[config.mk]
export PLATFORM = sky130hd
export DESIGN_NAME = wshb_arbiter_rr
export DESIGN_NICKNAME = d
export VERILOG_FILES = /design/src/rtl/wshb_arbiter_rr.sv
export SDC_FILE = /design/constraint.sdc
export NUM_CORES = 1
export LEC_CHECK = 0
export BUFFER_PORTS_ARGS = -buffer_cell sky130_fd_sc_hd__buf_2
export CORE_AREA = 8 8 113 115
export CTS_BUF_LIST = sky130_fd_sc_hd__clkbuf_4
export DETAILED_ROUTE_END_ITERATION = 6
export DIE_AREA = 0 0 121 123
export GPL_TIMING_DRIVEN = 0
export MAX_ROUTING_LAYER = met4
export PLACE_DENSITY_LB_ADDON = 0.05
export SYNTH_ARGS = -nofsm -noshare
export SYNTH_HDL_FRONTEND = slang
export SYNTH_SLANG_ARGS = --single-unit
export TNS_END_PERCENT = 1
[constraint.sdc]
create_clock -name sys_clk -period 3.1 [get_ports sys_clk]
set_input_delay 0.31 -clock sys_clk [delete_from_list [all_inputs] [get_ports sys_clk]]
set_output_delay 0.31 -clock sys_clk [all_outputs]
set_load 0.1 [all_outputs]
[src/rtl/wshb_arbiter_rr.sv]
// wshb_arbiter_rr: N-master Wishbone B4 classic arbiter with round-robin grant.
// Sits between the video-path masters and the single SDRAM slave port.
// The owner's request fields are muxed to the slave. Terminations are routed
// back combinationally. Ownership moves only when the owner drops m_cyc.
// Optional feature macro: WSHB_ARB_QUANTUM_EN. When it is defined, an owner
// that has collected QUANTUM acks can be pre-empted at a transfer boundary.
module wshb_arbiter_rr #(
    parameter int NM      = 2,
    parameter int AW      = 32,
    parameter int DW      = 32,
    parameter int QUANTUM = 16
) (
    input  logic                  sys_clk,
    input  logic                  sys_rst,
    input  logic [NM-1:0]         m_cyc,
    input  logic [NM-1:0]         m_stb,
    input  logic [NM-1:0]         m_we,
    input  logic [NM*AW-1:0]      m_adr,
    input  logic [NM*DW-1:0]      m_dat_ms,
    input  logic [NM*(DW/8)-1:0]  m_sel,
    input  logic [NM*3-1:0]       m_cti,
    input  logic [NM*2-1:0]       m_bte,
    output logic [NM-1:0]         m_ack,
    output logic [NM-1:0]         m_err,
    output logic [NM-1:0]         m_rty,
    output logic [DW-1:0]         m_dat_sm,
    output logic                  s_cyc,
    output logic                  s_stb,
    output logic                  s_we,
    output logic [AW-1:0]         s_adr,
    output logic [DW-1:0]         s_dat_ms,
    output logic [DW/8-1:0]       s_sel,
    output logic [2:0]            s_cti,
    output logic [1:0]            s_bte,
    input  logic                  s_ack,
    input  logic                  s_err,
    input  logic                  s_rty,
    input  logic [DW-1:0]         s_dat_sm,
    output logic [NM-1:0]         grant
);

    localparam int IW = (NM > 1) ? $clog2(NM) : 1;

    typedef enum logic {
        IDLE,
        OWNED
    } state_e;

    state_e          state_q, state_d;
    logic [NM-1:0]   grant_q, grant_d;
    // Index of the current (or most recent) owner. While OWNED it selects the mux.
    logic [IW-1:0]   last_q, last_d;

    logic            owner_cyc;
    logic            arb_point;
    logic            preempt;
    logic            found;
    logic [IW-1:0]   next_idx;
    logic [IW-1:0]   cand_idx;

    assign owner_cyc = m_cyc[last_q];

`ifdef WSHB_ARB_QUANTUM_EN
    localparam logic [7:0] QUANTUM_C = 8'(QUANTUM);

    logic [7:0] qcnt_q, qcnt_d;
    logic [7:0] qcnt_inc;
    logic [2:0] owner_cti;
    logic       owner_ack;
    logic       others_waiting;

    assign owner_ack      = (state_q == OWNED) && s_ack;
    assign owner_cti      = m_cti[last_q*3 +: 3];
    assign others_waiting = |(m_cyc & ~grant_q);
    // Saturating count that includes the ack in flight. Pre-emption therefore
    // lands on the edge of the QUANTUM-th ack, not the one after it.
    assign qcnt_inc       = (qcnt_q == 8'hFF) ? qcnt_q : qcnt_q + 8'd1;

    // Pre-empt only at a transfer boundary (classic or end-of-burst cycle type).
    always_comb begin
        preempt = owner_ack && (qcnt_inc >= QUANTUM_C) && others_waiting &&
                  ((owner_cti == 3'b000) || (owner_cti == 3'b111));
    end

    // Ack counter for the current owner; restarts at every arbitration point.
    always_comb begin
        qcnt_d = qcnt_q;
        if (arb_point) begin
            qcnt_d = 8'd0;
        end else if (owner_ack) begin
            qcnt_d = qcnt_inc;
        end
    end

    // Quantum counter register.
    always_ff @(posedge sys_clk) begin
        if (sys_rst) begin
            qcnt_q <= 8'd0;
        end else begin
            qcnt_q <= qcnt_d;
        end
    end
`else
    // QUANTUM only matters when pre-emption is compiled in.
    logic [7:0] unused_quantum;
    assign unused_quantum = 8'(QUANTUM);
    assign preempt        = 1'b0;
`endif

    assign arb_point = (state_q == IDLE) || !owner_cyc || preempt;

    // Round-robin search: first m_cyc requester from last_q+1 upward, wrapping.
    always_comb begin
        // NOTE: every variable written here is given a default first so that no path leaves it unassigned and infers a latch.
        found    = 1'b0;
        next_idx = last_q;
        cand_idx = last_q;
        for (int i = 1; i <= NM; i++) begin
            cand_idx = IW'(((int'(last_q) + i) >= NM) ? (int'(last_q) + i - NM)
                                                      : (int'(last_q) + i));
            if (!found && m_cyc[cand_idx]) begin
                found    = 1'b1;
                next_idx = cand_idx;
            end
        end
    end

    // Next-state logic: grant moves only at an arbitration point.
    always_comb begin
        state_d = state_q;
        grant_d = grant_q;
        last_d  = last_q;
        if (arb_point) begin
            if (found) begin
                state_d = OWNED;
                grant_d = {{(NM-1){1'b0}}, 1'b1} << next_idx;
                last_d  = next_idx;
            end else begin
                state_d = IDLE;
                grant_d = '0;
            end
        end
    end

    // State register. Reset makes master 0 the first winner.
    always_ff @(posedge sys_clk) begin
        // NOTE: sequential state uses non-blocking assignments so all registers update together from pre-edge values.
        if (sys_rst) begin
            state_q <= IDLE;
            grant_q <= '0;
            last_q  <= IW'(NM - 1);
        end else begin
            state_q <= state_d;
            grant_q <= grant_d;
            last_q  <= last_d;
        end
    end

    // Output logic: mux the owner to the slave and route terminations back to it alone.
    always_comb begin
        s_cyc    = 1'b0;
        s_stb    = 1'b0;
        s_we     = 1'b0;
        s_adr    = '0;
        s_dat_ms = '0;
        s_sel    = '0;
        s_cti    = '0;
        s_bte    = '0;
        m_ack    = '0;
        m_err    = '0;
        m_rty    = '0;
        if (state_q == OWNED) begin
            s_cyc         = m_cyc[last_q];
            s_stb         = m_stb[last_q];
            s_we          = m_we[last_q];
            s_adr         = m_adr[last_q*AW +: AW];
            s_dat_ms      = m_dat_ms[last_q*DW +: DW];
            s_sel         = m_sel[last_q*(DW/8) +: (DW/8)];
            s_cti         = m_cti[last_q*3 +: 3];
            s_bte         = m_bte[last_q*2 +: 2];
            m_ack[last_q] = s_ack;
            m_err[last_q] = s_err;
            m_rty[last_q] = s_rty;
        end
    end

    assign m_dat_sm = s_dat_sm;
    assign grant    = grant_q;

endmodule

### Yosys cells after proc, flatten, opt, wreduce, memory -nomap -nowiden

Index checks and enable logic that the tools add are counted.

* add/sub/neg operators: 4
* multipliers: 1
* $lt $le $gt $ge: 6
* shift-type cells: 6
* multiplexer cells: 31
* bitwise logic cells: 4
* reductions and logical operators: 6

Operators by type and width (count)
* 64-bit by 7-bit variable part select with 32-bit output: 2
* 32-bit two-way mux: 2
* 1-bit two-way mux: 21
* 2-bit two-way mux: 5
* 8-bit by 4-bit variable part select with 4-bit output: 1
* 2-bit AND: 3
* 1-bit by 2-bit < comparator with 1-bit output (second input constant): 3
* 6-bit by 4-bit variable part select with 3-bit output: 1
* 4-bit two-way mux: 1
* 4-bit by 3-bit variable part select with 2-bit output: 1
* 1-bit by 2-bit adder with 3-bit output (second input constant): 1
* 3-bit by 2-bit >= comparator with 1-bit output (second input constant): 1
* 1-bit by 2-bit multiplier with 3-bit output (second input constant): 1
* 3-bit two-way mux: 1
* 1-bit by 1-bit adder with 2-bit output (second input constant): 1
* 2-bit >= comparator (second input constant): 1
* 1-bit logical AND: 2
* 1-bit zero test: 2
* 2-bit AND reduction: 1
* 1-bit by 1-bit left shift with 2-bit output (first input constant): 1
* 1-bit subtractor (second input constant): 2
* 1-bit demux with 1-bit select: 1
* 1-bit >= comparator (second input constant): 1
* 1-bit logical OR: 1
* 1-bit NOT: 1

* flip-flop bits (word level): 4
* bits of input ports: 189
* word-level logic and storage cells: 61

### Depth between registers and ports, before layout

* word-level depth: 11
* depth in mapped cells: 5

### Least setup slack after synthesis

Ideal clock, no wire load.

* path type: register to output
* from: register last_q
* to: output s_adr[0]
* data arrival time: 2.154 ns
* data required time: 2.790 ns
* setup slack: 0.636 ns
* cell stages (with the launch flop): 6
* buffers on the path: 3
* cells stage by stage: dfxtp_1 > buf_4 > buf_8 > buf_12 > mux2i_1 > nor2b_1

* longest elaborated chain between the ends: 2

Ends and longest elaborated chain
* start, declared: line 52 `logic [IW-1:0] last_q, last_d;`
* start signal, assigned: line 151 `last_q <= IW'(NM - 1);`
* start signal, assigned: line 155 `last_q <= last_d;`
* 64-bit by 7-bit variable part select with 32-bit output: line 176 `s_adr = m_adr[last_q*AW +: AW];`
* 32-bit two-way mux: line 172 `if (state_q == OWNED) begin`
* end, declared: line 30 `output logic [AW-1:0] s_adr,`

No other way between the ends.

### Worst setup path in the final report

* from: register state_q
* to: output s_adr[6]

* longest elaborated chain between the ends: 1

Ends and longest elaborated chain
* start, declared: line 49 `state_e state_q, state_d;`
* start signal, assigned: line 153 `state_q <= state_d;`
* 32-bit two-way mux: line 172

No other way between the ends.

==> results.tsv <==
stage	metric	value	unit
yosys	synth_top_family_by_area	multiplexers	
yosys	seq_area_frac_synth	0.0422	
min_path	holdPathEnd	state_q$_SDFFE_PP0P_	
yosys	synth-simple-area-share	0.299	
global_route	grt_max_degree	11	
route	drt_iter0_markers	23	
yosys	netlist-cell-type-count	23	
sta	min_period_over_period	0.666	
floorplan	start_util	0.171	
yosys	synth_mux_area_frac	0.396	
cts	ctsResizeCount	0	
sta	rsz0062_at_grt	false	
worst_setup_path	worst_path_max_delay_cell	buf_2	
global_route	grt-ovfl-total	0	
floorplan	die_h	123	um
sta	maxSlewHeadroom	0.659	
floorplan	fp.coreArea	0.0111	mm2
worst_setup_path	cp-end-kind	primary output	
global_route	grt_pass1_vias	2675	
route	ant_nets	0	
yosys	syn_nets	422	
worst_setup_path	crit_path_start_kind	flop	
yosys	synth-async-reset-ratio	0	
sta	whs	0.306	ns
route	drcViolationCount	0	
worst_setup_path	cp_slowest_stage_delay	0.44	ns
yosys	synthCells	233	
sta	setup_tns	0	ns
floorplan	ios	305	
yosys	synthAdderAreaFrac	0	
finish	final_util	0.312	
cts	htreeDepth	1	
placed_design	port_buffers	272	
route	routed_wl	9330	um
route	vias_per_cell	3.92	
route	wl_per_cell	14.3	um
cts	clkSinkCount	4	
route	wl_met2	4960	um
cts	cts_inserted_buffers	3	
cts	path_clk_slew	0.04	ns
sta	tightest_slew	0.516	ns
yosys	synth_seq_cells	4	
job	cap_violations	0	
worst_setup_path	path_max_fanout	10	
cts	post_cts_buffers	0	
sta	final_max_slew_viol_count	0	
cts	clk_latency	0.23	ns
placed_design	routabilityCongestion	0.720	
placed_design	dp_slack	1.24	ns
global_route	grt_pass1_wl	13300	um
floorplan	die_w	121	um
worst_setup_path	rr_endpoint	grant[0]$_SDFFE_PP0P_	
route	wl_met1	3280	um
min_path	worstHoldPathType	in2reg	
power	leakage	2.30	nW
min_path	worstHoldStart	sys_rst	
power	powerDensity	364	mW/mm2
yosys	synth_compound_area_frac	0.0343	
yosys	synth_xor_area_frac	0	
yosys	synth_ff_type	dfxtp_1	
cts	cts_tree	done	
finish	final_common_cell	buf_2	
status	outcome	finished, final reports clean	
yosys	avgSynthCellArea	8.14	um2
worst_setup_path	r2r_start	state_q$_SDFFE_PP0P_	
sta	setup_viol	0	
sta	fin_worst_skew	0.000584	ns
finish	syn2layout_area_growth	82.4	%
finish	mostFrequentLayoutCells	272 x buf_2, 76 x nor2b_1, 75 x mux2i_1	
route	wl_met3	1000	um
worst_setup_path	path_class	reg2out	
power	irDropWorstVdd	0.000158	V
min_path	min_delay_path_depth	2	
route	highest_layer	met4	
sta	finalHoldViolCount	0	
floorplan	row_count	39	
worst_setup_path	cp_cell_sequence	buf_4 -> buf_6 -> clkbuf_1 -> nor2b_1 -> buf_2	
cts	clockBufferDepth	2	
route	dr.pass1.iters	4	
yosys	ys.warnings.count	0	
worst_setup_path	reg2reg_slack	1.95	ns
placed_design	hpwl	8320	um
worst_setup_path	worst-r2r-cell-count	5	
sta	period_needed	2.07	ns
floorplan	dieArea	0.0149	mm2
sta	fin_ws	1.03	ns
yosys	syn-cell-area	0.00190	mm2
yosys	synth-edff-count	0	
cts	root_buffer	clkbuf_4	
global_route	grt_antenna_before_repair	0	
finish	post_route_cells_drive_above_1_share	0.632	
sta	max_freq	0.484	GHz
finish	antenna_cells	0	
global_route	track_usage	0.113	
cts	cts_hold_buf	0	
finish	final_nets	699	
route	vias	2549	
worst_setup_path	crit_required	2.79	ns
worst_setup_path	arrival	1.76	ns
## cell families (layout without fill, tap and decap cells)
group,count (synthesis),in the layout
AO/OA/AOI/OAI,10,10
buffers and inverters,52,327
flip-flops,4,4
multiplexers,75,75
AND/OR/NAND/NOR,92,92
## metal layers
layer / vias to the layer above / GRT usage
met5: - / -
met4: 0 / 0.0273
met3: 4 / 0.0311
met2: 162 / 0.214
met1: 1085 / 0.112
li1: 1298 / -
## cells in the mapped netlist, types with 2 or more instances
| library cell | number | area [um2] |
|---|---|---|
| a21oi_1 | 3 | 15.0 |
| and2_1 | 4 | 25.0 |
| and3_1 | 3 | 18.8 |
| buf_12 | 5 | 100 |
| buf_4 | 37 | 278 |
| clkbuf_1 | 8 | 30.0 |
| dfxtp_1 | 4 | 80.1 |
| mux2i_1 | 75 | 751 |
| nand2_1 | 2 | 7.51 |
| nor2_1 | 4 | 15.0 |
| nor2b_1 | 76 | 475 |
## worst max-delay path by stage
stage | cells past startpoint | slack, ns | start | to
detailed placement | 5 | 1.24 | state_q$_SDFFE_PP0P_ | s_adr[18]
floorplan | 5 | 0.64 | last_q$_SDFFE_PP1P_ | s_adr[0]
finish | 5 | 1.03 | state_q$_SDFFE_PP0P_ | s_adr[6]
global route | 5 | 0.87 | state_q$_SDFFE_PP0P_ | s_adr[15]
global placement | 5 | 1.26 | state_q$_SDFFE_PP0P_ | s_adr[8]
CTS | 5 | 0.98 | state_q$_SDFFE_PP0P_ | s_adr[18]
## sequential cells by signal, summed over array words and instances (netlist names)
signal,flops
last_q,1
grant,2
state_q,1
## worst max-delay path: cells and delay by family (launching register included)
kind          cells  cell delay (ns)
flops             1             0.30
buf+inv           4             1.04
simple gates      1             0.18
## report_power, final
part | switching (mW) | leakage, nW | total (mW) | internal (mW)
Clock | 0.0210 | 0.0138 | 0.0643 | 0.0433
Sequential | 0.00161 | 0.0333 | 0.0569 | 0.0553
Combinational | 0.860 | 2.26 | 1.14 | 0.279
Total | 0.882 | 2.30 | 1.26 | 0.377
## layout make-up
type	count	area, um2
timing repair buffer	272	1360
sequential	4	80.1
buffer	52	434
clock buffer	3	22.5
fill	1229	7620
tap	143	179
multi-input combinational	177	1380
## through the flow
stage               instances  power, mW  area (um2)
floorplan                 233      0.985        1900
global placement          648       1.20        3440
detailed placement        648       1.21        3440
CTS                       651       1.28        3460
global route              651       1.32        3460
finish                    651       1.26        3460
No activity file was read; power rests on OpenSTA's default activity.
